`src/rtl/rtc_write_buffer.sv`:
```
// rtc_write_buffer: buffered, address-checked write channel from the microcontroller
// interface to the register file. Valid writes are queued in a DEPTH-entry FIFO and
// presented as a one-hot select plus data/strobes. Writes to unmapped addresses are
// dropped, pulsed on o_wr_err and counted in a saturating counter.
// Optional feature macro: RTC_WR_STRB_EN (store and forward byte strobes; when
// undefined, strobes are forced to all ones for every presented entry).
module rtc_write_buffer #(
  parameter int unsigned DATA_W = 32,
  parameter int unsigned ADDR_W = 6,
  parameter int unsigned DEPTH  = 4,
  parameter logic [(2**ADDR_W)-1:0] VALID_MASK = 64'h0000_0001_FF03_FF2F
) (
  input  logic                    i_clk,
  input  logic                    i_reset,
  input  logic                    i_wr_en,
  input  logic [ADDR_W-1:0]       i_addr,
  input  logic [DATA_W-1:0]       i_bus_data,
  input  logic [DATA_W/8-1:0]     i_strb,
  output logic                    o_wr_ready,
  output logic                    o_wr_err,
  output logic [7:0]              o_err_cnt,
  input  logic                    i_err_clr,
  output logic                    o_wr_valid,
  input  logic                    i_reg_ready,
  output logic [(2**ADDR_W)-1:0]  o_wr_sel,
  output logic [DATA_W-1:0]       o_reg_w_bus,
  output logic [DATA_W/8-1:0]     o_reg_w_strb
);

  localparam int unsigned SEL_W  = 2**ADDR_W;
  localparam int unsigned STRB_W = DATA_W / 8;
  localparam int unsigned IDX_W  = $clog2(DEPTH);
  localparam int unsigned PTR_W  = IDX_W + 1;

  // Pointers carry one extra wrap bit so full and empty are distinguishable.
  logic [PTR_W-1:0]  wr_ptr;
  logic [PTR_W-1:0]  rd_ptr;

  logic [ADDR_W-1:0] addr_mem [DEPTH];
  logic [DATA_W-1:0] data_mem [DEPTH];

  logic              empty;
  logic              full;
  logic              accept;
  logic              push;
  logic              pop;
  logic              drop;

  logic [ADDR_W-1:0] head_addr;
  logic [DATA_W-1:0] head_data;

  // Status derived purely from registered pointers (no path from i_reg_ready).
  always_comb begin
    empty = (wr_ptr == rd_ptr);
    full  = (wr_ptr[PTR_W-1] != rd_ptr[PTR_W-1]) &&
            (wr_ptr[IDX_W-1:0] == rd_ptr[IDX_W-1:0]);
  end

  assign o_wr_ready = !full && !i_reset;
  assign o_wr_valid = !empty;

  // Handshake decode: an accepted write is either queued or dropped.
  always_comb begin
    accept = i_wr_en && o_wr_ready;
    push   = accept && VALID_MASK[i_addr];
    drop   = accept && !VALID_MASK[i_addr];
    pop    = o_wr_valid && i_reg_ready;
  end

  // FIFO pointers; simultaneous push and pop advance both.
  always_ff @(posedge i_clk or posedge i_reset) begin
    if (i_reset) begin
      wr_ptr <= '0;
      rd_ptr <= '0;
    end else begin
      if (push) wr_ptr <= wr_ptr + 1'b1;
      if (pop)  rd_ptr <= rd_ptr + 1'b1;
    end
  end

  // FIFO storage; contents need no reset since outputs are gated by o_wr_valid.
  always_ff @(posedge i_clk) begin
    if (push) begin
      addr_mem[wr_ptr[IDX_W-1:0]] <= i_addr;
      data_mem[wr_ptr[IDX_W-1:0]] <= i_bus_data;
    end
  end

  // Error pulse and saturating drop counter; clear wins over an increment.
  always_ff @(posedge i_clk or posedge i_reset) begin
    if (i_reset) begin
      o_wr_err  <= 1'b0;
      o_err_cnt <= 8'h00;
    end else begin
      o_wr_err <= drop;
      if (i_err_clr) begin
        o_err_cnt <= 8'h00;
      end else if (drop && (o_err_cnt != 8'hFF)) begin
        o_err_cnt <= o_err_cnt + 8'd1;
      end
    end
  end

  assign head_addr = addr_mem[rd_ptr[IDX_W-1:0]];
  assign head_data = data_mem[rd_ptr[IDX_W-1:0]];

  // Head decode: one-hot select and data, zeroed when nothing is presented.
  always_comb begin
    o_wr_sel    = '0;
    o_reg_w_bus = '0;
    if (o_wr_valid) begin
      o_wr_sel    = {{(SEL_W-1){1'b0}}, 1'b1} << head_addr;
      o_reg_w_bus = head_data;
    end
  end

`ifdef RTC_WR_STRB_EN
  logic [STRB_W-1:0] strb_mem [DEPTH];

  // Strobe storage alongside address and data.
  always_ff @(posedge i_clk) begin
    if (push) strb_mem[wr_ptr[IDX_W-1:0]] <= i_strb;
  end

  // Forward stored strobes for the head entry.
  always_comb begin
    o_reg_w_strb = '0;
    if (o_wr_valid) o_reg_w_strb = strb_mem[rd_ptr[IDX_W-1:0]];
  end
`else
  // Strobes are not stored in this build.
  logic unused_strb;
  assign unused_strb = ^i_strb;

  // Every presented entry writes all byte lanes.
  always_comb begin
    o_reg_w_strb = {STRB_W{o_wr_valid}};
  end
`endif

endmodule

```
`config.mk`:
```
export PLATFORM = sky130hd
export DESIGN_NAME = rtc_write_buffer
export DESIGN_NICKNAME = d
export VERILOG_FILES = /design/src/rtl/rtc_write_buffer.sv
export SDC_FILE = /design/constraint.sdc
export NUM_CORES = 1
export LEC_CHECK = 0
export CORE_UTILIZATION = 50
export DETAILED_ROUTE_END_ITERATION = 10
export PLACE_DENSITY = 0.79
export SYNTH_ARGS = -nofsm -noshare
export SYNTH_HDL_FRONTEND = slang
export SYNTH_SLANG_ARGS = --single-unit
```
`constraint.sdc`:
```
create_clock -name i_clk -period 3.8 [get_ports i_clk]
set_input_delay 0.76 -clock i_clk [delete_from_list [all_inputs] [get_ports i_clk]]
set_output_delay 0.76 -clock i_clk [all_outputs]
set_load 0.005 [all_outputs]
```
* Word-level counts from Yosys, hierarchy flattened
Memory sizes are Yosys's and may differ from the RTL's.
Cells that the tools add are included.
Widths: inputs -> output; s select.
** Storage, ports and cells
- Memory bits (read-only) :: 64
- Logic and storage cells :: 35
- Bits in registers :: 15
- Bits in writable memories :: 152
- Memories kept :: 3
- Output and inout bits :: 111
** Operators by class
- Magnitude comparators :: 1
- Add/subtract/negate cells :: 3
- Mux-type cells :: 7
- Reduce and logical (&&, ||, !) cells :: 12
- Equality and inequality tests :: 4
- Shift operators :: 1
** Memories
- data_mem :: words 4, width 32, read ports 1, clocked after memory_dff 0, wr ports 1, line 40 : logic [DATA_W-1:0] data_mem [DEPTH];
- (name not given) :: words 64, width 1, read ports 1, clocked after memory_dff 0, wr ports 0, line 66 : drop = accept && !VALID_MASK[i_addr];
- addr_mem :: words 4, width 6, read ports 1, clocked after memory_dff 0, wr ports 1, line 39 : logic [ADDR_W-1:0] addr_mem [DEPTH];
** Operators by type and width (number)
- $mux 64 :: 1
- $shl 1x6->64 const A :: 1
- $mux 32 :: 1
- $mux 8 :: 2
- $add 8x1->8 const B :: 1
- $ne 8x8->1 const B :: 1
- $logic_and 1x1->1 :: 7
- $lt 6x7->1 const B :: 1
- $add 3x1->3 const B :: 2
- $logic_not 1->1 :: 4
- $eq 3x3->1 :: 1
- $mux 1 :: 3
- $eq 2x2->1 :: 1
- $reduce_bool 2->1 :: 1
- $ne 1x1->1 :: 1

* Logic depth before layout (Yosys ltp)
- Depth after elaboration :: 9
- Depth in mapped cells :: 8
- Gate-level depth less buffers :: 6

* Worst setup path before layout
No wires, ideal clock.
- Path kind :: in2reg
- Start :: in i_addr[0]
- End :: mem addr_mem[3][0], enable pin
- Setup slack :: 0.929 ns
- Buffers on the path :: 0
- Required time :: 3.400 ns
- Data arrival time :: 2.470 ns
- Stages :: 4
- Path through :: nor4_1 > o31ai_1 > a21oi_1 > and2_1
** On the way
- Word-level cells in the longest chain between the ends :: 5
** Ends and longest elaborated chain
- start, declared :: line 16 : input logic [ADDR_W-1:0] i_addr,
- $mem_v2 64x1
- $mux 1
- $logic_and 1x1->1 :: line 65 : push = accept && VALID_MASK[i_addr];
- $mux 1 :: line 83 : if (push) begin
- $mux 1 (implied by the code) :: line 84 : addr_mem[wr_ptr[IDX_W-1:0]] <= i_addr;
- end, declared :: line 39
Every way passes these cells. The select of a mux whose other input is x is not followed.

* Worst setup path in the final report
- Start :: reg rd_ptr[0]
- End :: out o_wr_sel[18]
** On the way
- Word-level cells in the longest chain between the ends :: 3
- Elaborated cells on any way between the ends :: 4
- Those cells by class :: eq/ne: 1; shift: 1; mux: 1; memory: 1
** Ends and longest elaborated chain
- start, declared :: line 37 : logic [PTR_W-1:0] rd_ptr;
- start signal, assigned :: line 77 : if (pop) rd_ptr <= rd_ptr + 1'b1;
- $mem_v2 4x6
- $shl 1x6->64 :: line 112 : o_wr_sel = {{(SEL_W-1){1'b0}}, 1'b1} << head_addr;
- $mux 64 * :: line 111 : if (o_wr_valid) begin
- end, declared :: line 25 : output logic [(2**ADDR_W)-1:0] o_wr_sel,
Mark *: on every way between the ends. The rest lies on a longest branch, timed or not.

==> out/results.ini <==
[clocking]
clockBufferDepth=2
path_clk_slew_ns=0.06
clockRootBuffer=clkbuf_16
cts.sinks=167
htreeDepth=4
tritoncts=done
worstSkewPairLatency_ns=0.42
numCtsBuffers=17

[flow_run]
cap_violations=0

[timing]
setup_violations=0
slew_viol_final=0
worst_slack_ns=0.232
finClkSkew_ns=0.00877
tightestPinTransition_ns=0.648
hold_violations=0
setup_tns_ns=0
grt_setup_unrepaired=false
max_slew_margin_pct=56.6
fmax_mhz=280
period_share_pct=93.9
period_minus_slack_ns=3.57

[routing]
vias=4254
viasPerCell=5.39
drtIter0Drc=166
ant_nets=0
drc=0
routed_wl_um=14400
drtPass1Iterations=4
wl_per_cell_um=18.3

[placement]
place_ws_ns=0.569
gp_congestion=0.835
place_hpwl_um=9490
portBuffers=153

[finish]
drive_above_1_share_pct=15.1
finish.utilization_pct=67.9
nNetsFinal=649
syn_to_final_growth_pct=33.0
final_cell_mix=clkdlybuf4s50_1, edfxtp_1, nor2_1
nFillCells=864
diodes=0
mostFrequentLayoutCell=clkdlybuf4s50_1

[global_route]
grt_pass1_vias=4427
antenna_found_initial=0
overflow=0
grt_max_degree=38
grt_pass1_wl_um=22900
grtUsageTotal_pct=21.4

[pwr]
ir_worst_vdd_mv=0.443
p_comb_share_pct=38.6
p_seq_share_pct=34.9
leakage_nw=3.13
power.internal_mw=4.60
switching_share_pct=29.6
powerDensity_mw_per_mm2=696
pwr-share-clk_pct=26.5
switchingPower_mw=1.94

[floorplan]
coreArea_mm2=0.0138
die_area_mm2=0.0146
die_h_um=121
die_w_um=121
start_util_pct=51.1
num_rows=43
ios=158

[synthesis]
syn_area_mm2=0.00706
ys_warn_count=0
synth_edf_count=152
synth_cell_types=42
yosysTopAreaCell=edfxtp_1
syn_inst=435
synth_fp_nets=488
yosys.area.top_type_share_pct=64.6
ys_seq_area_share_pct=69.9
avgSynthCellArea_um2=16.2
ys_ff_latch=167
synthArstFlopShare_pct=8.98
synth_area_leaders=edfxtp_1, mux4_2, dfrtp_1
synthFlopType=edfxtp_1

[setup_path]
start_kind=register
cp-end-kind=output pin
required_ns=3.04
r2r_slack_ns=1.24
path_max_fanout=13
critical_path_class=register to output pin
worst-endpoint-arrival_ns=2.81

[outcome]
status=complete, no violations

[hold_path]
hold_class=register to register

==> synthesized netlist by cell type, types with 2 or more instances <==
cell type / n
a21oi_1: 7
and2_1: 39
buf_1: 3
buf_2: 6
buf_4: 4
clkbuf_1: 8
dfrtp_1: 15
edfxtp_1: 152
ha_1: 6
inv_1: 6
inv_2: 2
mux4_2: 37
nand2_1: 27
nand2b_1: 2
nand3_1: 3
nand4_1: 3
nor2_1: 71
nor2b_1: 4
nor4_1: 2
o21ai_0: 3
o31ai_1: 4
or3_1: 3
or4_1: 4
xnor2_1: 5
xor2_1: 2
==> critical path, stage by stage (launching register included) <==
cell and delay, ns:
dfrtp_4 0.59, mux4_2 0.60, or3_1 0.51, nor2_1 0.16, clkdlybuf4s50_1 0.51
==> sequential cells by signal, indices dropped and copies added, names as in the netlist <==
signal,flops
addr_mem,24
data_mem,128
o_err_cnt,8
o_wr_err,1
rd_ptr,3
wr_ptr,3
==> per-layer routing <==
metal / part of all wire (%) / vias up / GRT usage, %
met5: 0 / - / 0
li1: - / 1953 / -
met4: 1.7 / 0 / 9.88
met3: 6.4 / 17 / 5.69
met2: 53 / 181 / 37.6
met1: 39 / 2103 / 24.3
==> through the flow <==
| step | cells | instance area [um2] | hold WS [ns] | total power, mW |
|---|---|---|---|---|
| floorplan | 435 | 7060 | 0.498 | 3.70 |
| global placement | 757 | 8780 | 0.512 | 4.80 |
| detailed placement | 757 | 8780 | 0.536 | 4.83 |
| CTS | 789 | 9390 | 0.549 | 6.59 |
| global route | 789 | 9390 | 0.561 | 6.87 |
| finish | 789 | 9390 | 0.542 | 6.53 |
==> repair_timing <==
item | CTS | global route
setup buffers | 0 | 0
resized for setup | 0 | 1
hold buffers | 0 | 0
setup endpoints to repair | 0 | 9
==> power by group through the flow <==
stage               clock [mW]  sequential (mW)  combinational [mW]
floorplan                    0             2.23                1.47
global placement             0             2.31                2.49
global route              1.84             2.30                2.74
detailed placement           0             2.32                2.51
finish                    1.73             2.28                2.52
CTS                       1.77             2.28                2.54
==> cell families after synthesis <==
logic type / after synthesis / share of synthesized area (%)
DFF: 167 / 69.9
and+or+nand+nor: 163 / 11.1
muxes: 40 / 12.5
buffers and inverters: 31 / 2.30
AOI/OAI and AO/OA: 20 / 1.95
xor gates and xnor gates: 8 / 1.10
adders and majority gates: 6 / 1.06
==> layout make-up <==
cell class                      count  area (um2)  share of cell area (%)
Inverter                            8        30.0                   0.320
Clock inverter                     14         175                    1.87
Multi-Input combinational cell    237        1970                    20.9
Timing Repair Buffer              165        1620                    17.3
Tap cell                          180         225                    2.40
Clock buffer                       18         429                    4.57
Sequential cell                   167        4940                    52.7
==> final timing paths <==
kind,from,depth (start not counted),to
hold reg to reg,rd_ptr[2],1,rd_ptr[2]
max in group asynchronous,i_reset,2,rd_ptr[0]
setup / recovery,rd_ptr[0],4,o_wr_sel[18]
setup reg to reg,rd_ptr[1],5,data_mem[3][22]
hold / removal,rd_ptr[2],1,rd_ptr[2]
min in group asynchronous,i_reset,2,wr_ptr[1]
Note: power is estimated with default switching activity, not from simulation.
